### src/rtl/fire_arbiter.sv
`default_nettype none
// ============================================================================
//  Module   : fire_arbiter
//  Purpose  : Turn-based fire-button arbiter for a two-player shooting game.
//             Detects button presses, accepts only the player owning the
//             turn, and hands the latched target coordinate to the game core
//             over a valid/ready handshake. Turn alternates after each shot.
//  Ports    : clk            game clock (divided 50 Hz), rising edge
//             rst            asynchronous reset, active low
//             enable         shooting phase active (level)
//             first_player   owner of the first turn (0 = A, 1 = B)
//             pA_btn/pB_btn  debounced button levels
//             xy             target coordinate {X[1:0], Y[1:0]}
//             shot_valid/shot_ready  shot handshake to the game core
//             shot_player    shooter of the pending shot
//             shot_xy        latched coordinate of the pending shot
//             turn           player currently owning the turn
//             illegal        one-cycle pulse on an out-of-turn press
//             timeout        one-cycle pulse when a turn is forfeited
//             shot_count     accepted shots since IDLE, saturating at 255
//  Option   : FIRE_TIMEOUT_EN enables the idle-turn forfeit counter
//             (TIMEOUT_TICKS cycles, legal range 2..65535).
//  Revision : 1.0  initial release
// ============================================================================
module fire_arbiter #(
    parameter int unsigned TIMEOUT_TICKS = 500
) (
    input  logic       clk,
    input  logic       rst,
    input  logic       enable,
    input  logic       first_player,
    input  logic       pA_btn,
    input  logic       pB_btn,
    input  logic [3:0] xy,
    output logic       shot_valid,
    input  logic       shot_ready,
    output logic       shot_player,
    output logic [3:0] shot_xy,
    output logic       turn,
    output logic       illegal,
    output logic       timeout,
    output logic [7:0] shot_count
);

    localparam logic [1:0] c_ST_IDLE  = 2'd0;
    localparam logic [1:0] c_ST_TURN  = 2'd1;
    localparam logic [1:0] c_ST_ISSUE = 2'd2;

    logic [1:0] r_state;
    logic       r_pa_q;
    logic       r_pb_q;

    logic w_pa_press;
    logic w_pb_press;
    logic w_own_press;
    logic w_other_press;
    logic w_expire;

    // Edge registers reset to 1 so a button held through reset release is
    // not mistaken for a fresh press.
    assign w_pa_press    = pA_btn & ~r_pa_q;
    assign w_pb_press    = pB_btn & ~r_pb_q;
    assign w_own_press   = turn ? w_pb_press : w_pa_press;
    assign w_other_press = turn ? w_pa_press : w_pb_press;

    // Out-of-range TIMEOUT_TICKS leaves an empty marker block in the
    // elaborated hierarchy; the parameter stays referenced in every build.
    if (TIMEOUT_TICKS < 2 || TIMEOUT_TICKS > 65535) begin : g_timeout_ticks_out_of_range
    end

`ifdef FIRE_TIMEOUT_EN
    localparam logic [15:0] c_TICKS_LAST = 16'(TIMEOUT_TICKS - 1);

    logic [15:0] r_idle_cnt;

    assign w_expire = (r_state == c_ST_TURN) && enable && (r_idle_cnt == c_TICKS_LAST);

    // Held at zero outside TURN, so every entry into TURN starts from zero.
    // A turn-player press leaves TURN and therefore beats a coinciding expiry.
    always_ff @(posedge clk or negedge rst) begin
        if (!rst) begin
            r_idle_cnt <= 16'd0;
        end else if (r_state != c_ST_TURN || !enable || w_own_press || w_expire) begin
            r_idle_cnt <= 16'd0;
        end else begin
            r_idle_cnt <= r_idle_cnt + 16'd1;
        end
    end
`else
    assign w_expire = 1'b0;
`endif

    always_ff @(posedge clk or negedge rst) begin
        if (!rst) begin
            r_state     <= c_ST_IDLE;
            r_pa_q      <= 1'b1;
            r_pb_q      <= 1'b1;
            shot_valid  <= 1'b0;
            shot_player <= 1'b0;
            shot_xy     <= 4'd0;
            turn        <= 1'b0;
            illegal     <= 1'b0;
            timeout     <= 1'b0;
            shot_count  <= 8'd0;
        end else begin
            r_pa_q  <= pA_btn;
            r_pb_q  <= pB_btn;
            illegal <= 1'b0;
            timeout <= 1'b0;

            if (!enable && r_state != c_ST_IDLE) begin
                // Leaving the phase aborts any pending shot without handshake.
                r_state    <= c_ST_IDLE;
                shot_valid <= 1'b0;
                shot_count <= 8'd0;
            end else begin
                case (r_state)
                    c_ST_IDLE: begin
                        turn       <= first_player;
                        shot_count <= 8'd0;
                        if (enable) begin
                            r_state <= c_ST_TURN;
                        end
                    end
                    c_ST_TURN: begin
                        illegal <= w_other_press;
                        if (w_own_press) begin
                            shot_xy     <= xy;
                            shot_player <= turn;
                            shot_valid  <= 1'b1;
                            r_state     <= c_ST_ISSUE;
                        end else if (w_expire) begin
                            timeout <= 1'b1;
                            turn    <= ~turn;
                        end
                    end
                    c_ST_ISSUE: begin
                        // shot_valid is always high in ISSUE, so ready alone
                        // completes the handshake.
                        if (shot_ready) begin
                            shot_valid <= 1'b0;
                            turn       <= ~turn;
                            r_state    <= c_ST_TURN;
                            if (shot_count != 8'hFF) begin
                                shot_count <= shot_count + 8'd1;
                            end
                        end
                    end
                    default: begin
                        r_state    <= c_ST_IDLE;
                        shot_valid <= 1'b0;
                    end
                endcase
            end
        end
    end

endmodule
`default_nettype wire

### config.mk
export PLATFORM = sky130hd
export DESIGN_NAME = fire_arbiter
export DESIGN_NICKNAME = d
export VERILOG_FILES = /design/src/rtl/fire_arbiter.sv
export SDC_FILE = /design/constraint.sdc
export NUM_CORES = 1
export LEC_CHECK = 0
export CAP_MARGIN = 25
export CORE_ASPECT_RATIO = 0.5
export CORE_MARGIN = 4
export CORE_UTILIZATION = 23
export DETAILED_ROUTE_END_ITERATION = 16
export PLACE_DENSITY = 0.49
export SLEW_MARGIN = 20
export SYNTH_ARGS = -nofsm -noshare
export SYNTH_HDL_FRONTEND = slang
export SYNTH_SLANG_ARGS = --single-unit
### constraint.sdc
create_clock -name clk -period 1.8 [get_ports clk]
set_input_delay 0.36 -clock clk [delete_from_list [all_inputs] [get_ports clk]]
set_output_delay 0.36 -clock clk [all_outputs]
set_load 0.1 [all_outputs]
==> results_dict.tcl <==
set metrics [dict create \
    outcome "completed" \
    grt_pass1_wl_um 4130 \
    synth_edf_count 0 \
    dieArea_um2 5630 \
    htreeDepth 1 \
    arrival_ns 1.70 \
    synth_compound_area_share_pct 21.2 \
    dr_wl_met3_um 82 \
    fmax_ghz 0.642 \
    cts_setup_buffers 0 \
    num_rows 16 \
    io_pins 28 \
    numCtsBuffers 3 \
    post_dp_cell_area_um2 1580 \
    yosys.area_share.simple_pct 18.6 \
    cp_slowest_cell "dfrtp_2" \
    root_buffer "clkbuf_8" \
    fin_nets 145 \
    hold_class "in -> async" \
    vias 831 \
    layout-drive-gt1-share_pct 38.6 \
    syn_avg_cell_area_um2 10.9 \
    final_common_cell "buf_12" \
    maxCapViolCount 0 \
    synth_fp_nets 106 \
    max_stage_delay_ns 0.45 \
    drc 0 \
    multi_input_area_um2 468 \
    ys_warn_count 0 \
    worstPathCellList "ha_1 > nand3_2 > o21ai_2 > and2_1 > a221o_1" \
    dieHeight_um 55.1 \
    yosysSeqAreaShare_pct 49.3 \
    cp.required_ns 1.94 \
    path_max_fanout 6 \
    r2r-start "shot_count[0]" \
    crit_path_start_kind "register" \
    drt-vias-per-instance 4.47 \
    synth_seq_cells 20 \
    powerDensity_nw_per_um2 1020 \
    hpwl_um 1770 \
    synth_fa_ha_area_share_pct 1.23 \
    fin_skew_ns 0.00311 \
    fin_crit_ns 1.56 \
    grt_setup_unrepaired "false" \
    highest_layer "met4" \
    setup_viol 0 \
    final_antenna_net_count 0 \
    critPathCaptureType "register" \
    synth_xor_area_share_pct 0 \
    first_global_vias 856 \
    synth_cells 94 \
    syn_to_final_growth_pct 58.7 \
    wl_um 2340 \
    wl_met1_um 1110 \
    cts.clk_slew.worst_paths_ns 0.07 \
    fillers 413 \
    cts_resized 0 \
    async_reset_ff_share_pct 100 \
    peakVddDrop_mv 0.389 \
    synth_mux_area_share_pct 4.41 \
    r2r_slack_ns 0.24 \
    ys_types 40 \
    synth_flop_cell "dfrtp_1" \
    cts_sinks 20 \
    numPortBuffers 26 \
    cts_tree "yes" \
    overflow 0 \
    post-place-ws_ns 0.0132 \
    finalHoldViolCount 0 \
    crit_type "reg -> reg" \
    synth_top_family_by_area "compound AO/OA/AOI/OAI gates" \
    gr-usage-all-layers_pct 9.52 \
    core_um2 4080 \
    start_util_pct 25.0 \
    firstDrtPassIters 3 \
    clkLatencyLatePin_ns 0.26 \
    die_w_um 102 \
    final_design_area_no_fill_um2 1620 \
    wl_met2_um 1130 \
    critPathTopFamily "flip-flops" \
    power.leakage_nw 0.672 \
    synth_area_um2 1020 \
    cts_hold_buf 0 \
    drt_iter0_markers 3 \
    post-route-period-util_pct 86.6 \
    final-max-slew-violation-count 0 \
    grt_start_max_net_pins 21 \
    antenna_found_initial 0 \
    reg2regPathDepth 5 \
    fin_ws_ns 0.242 \
    drt-wirelength-per-cell_um 12.6 \
    crit_buf_inv 0 \
    layout_common_cells "buf_12 (16), buf_4 (12), clkdlybuf4s50_1 (10)" \
    r2r_end "shot_count[5]" \
    final-seq-area_um2 514 \
    cts_max_path_buffers 2 \
    place_congestion 0.755 \
    diodes 0 \
]
-- metal layers --
| metal | vias up | track usage (%) |
|---|---|---|
| met5 | - | 0 |
| met1 | 404 | 11.3 |
| met3 | 2 | 2.88 |
| met4 | 0 | 2.61 |
| li1 | 415 | - |
| met2 | 10 | 17.1 |
-- worst reg2reg max path: stages, from the launching register on --
cell	delay (ns)
dfrtp_2	0.45
ha_1	0.24
nand3_2	0.16
o21ai_2	0.09
and2_1	0.16
a221o_1	0.34
-- sequential cells by signal, summed over array words and instances, names as in the netlist --
name	cells
r_pb_q	1
r_pa_q	1
r_state	2
shot_count	8
turn	1
shot_player	1
illegal	1
shot_valid	1
shot_xy	4
-- cell type report --
cell class,instances,share of cell area (%)
Sequential cell,20,31.7
Timing Repair Buffer,38,31.5
Multi-Input combinational cell,66,28.9
Tap cell,54,4.17
Clock buffer,4,2.78
Inverter,4,0.927
-- report_power, final --
group | internal, mW | switching (mW)
combinational | 0.284 | 0.487
sequential | 0.510 | 0.0720
clock | 0.157 | 0.146
total | 0.952 | 0.705
-- cell usage after synthesis (all sizes together) (2+ instances only) --
master / number / area, um2
a21o: 2 / 15.0
a21oi: 5 / 25.0
a31oi: 2 / 12.5
and2: 2 / 12.5
buf: 4 / 35.0
dfrtp: 18 / 450
dfstp: 2 / 52.6
inv: 4 / 15.0
mux2: 4 / 45.0
nand2: 9 / 33.8
nand3: 4 / 35.0
nand3b: 2 / 15.0
nor2: 2 / 7.51
nor2b: 3 / 18.8
o211ai: 4 / 43.8
o21a: 2 / 15.0
o21ai: 5 / 28.8
o2bb2ai: 3 / 26.3
o31ai: 2 / 15.0
or2: 2 / 15.0
-- through the flow --
step / hold WS [ns] / util [%] / setup TNS (ns) / power, mW / instances
finish: 0.438 / 39.7 / 0 / 1.66 / 186
floorplan: 0.0644 / - / -0.0535 / 1.04 / 94
global route: 0.482 / 39.7 / 0 / 1.72 / 186
detailed placement: 0.528 / 38.6 / 0 / 1.37 / 182
global placement: 0.531 / 38.6 / 0 / 1.37 / 182
CTS: 0.443 / 39.7 / 0 / 1.68 / 186
-- cell families after synthesis --
logic type,Yosys count
and+or+nand+nor,31
AOI/OAI and AO/OA,29
DFF,20
buffers and inverters,8
muxes,4
adders and majority gates,1
other,1
-- worst max path at each step --
stage               slack [ns]           from  cells after the start       endpoint
floorplan                -0.05  shot_count[1]                      5  shot_count[5]
global placement         0.009     shot_ready                      5  shot_count[5]
detailed placement        0.01     shot_ready                      5  shot_count[5]
CTS                       0.24  shot_count[0]                      5  shot_count[5]
global route              0.14  shot_count[0]                      6  shot_count[4]
finish                    0.24  shot_count[0]                      5  shot_count[5]
(Power assumes the default switching activity.)
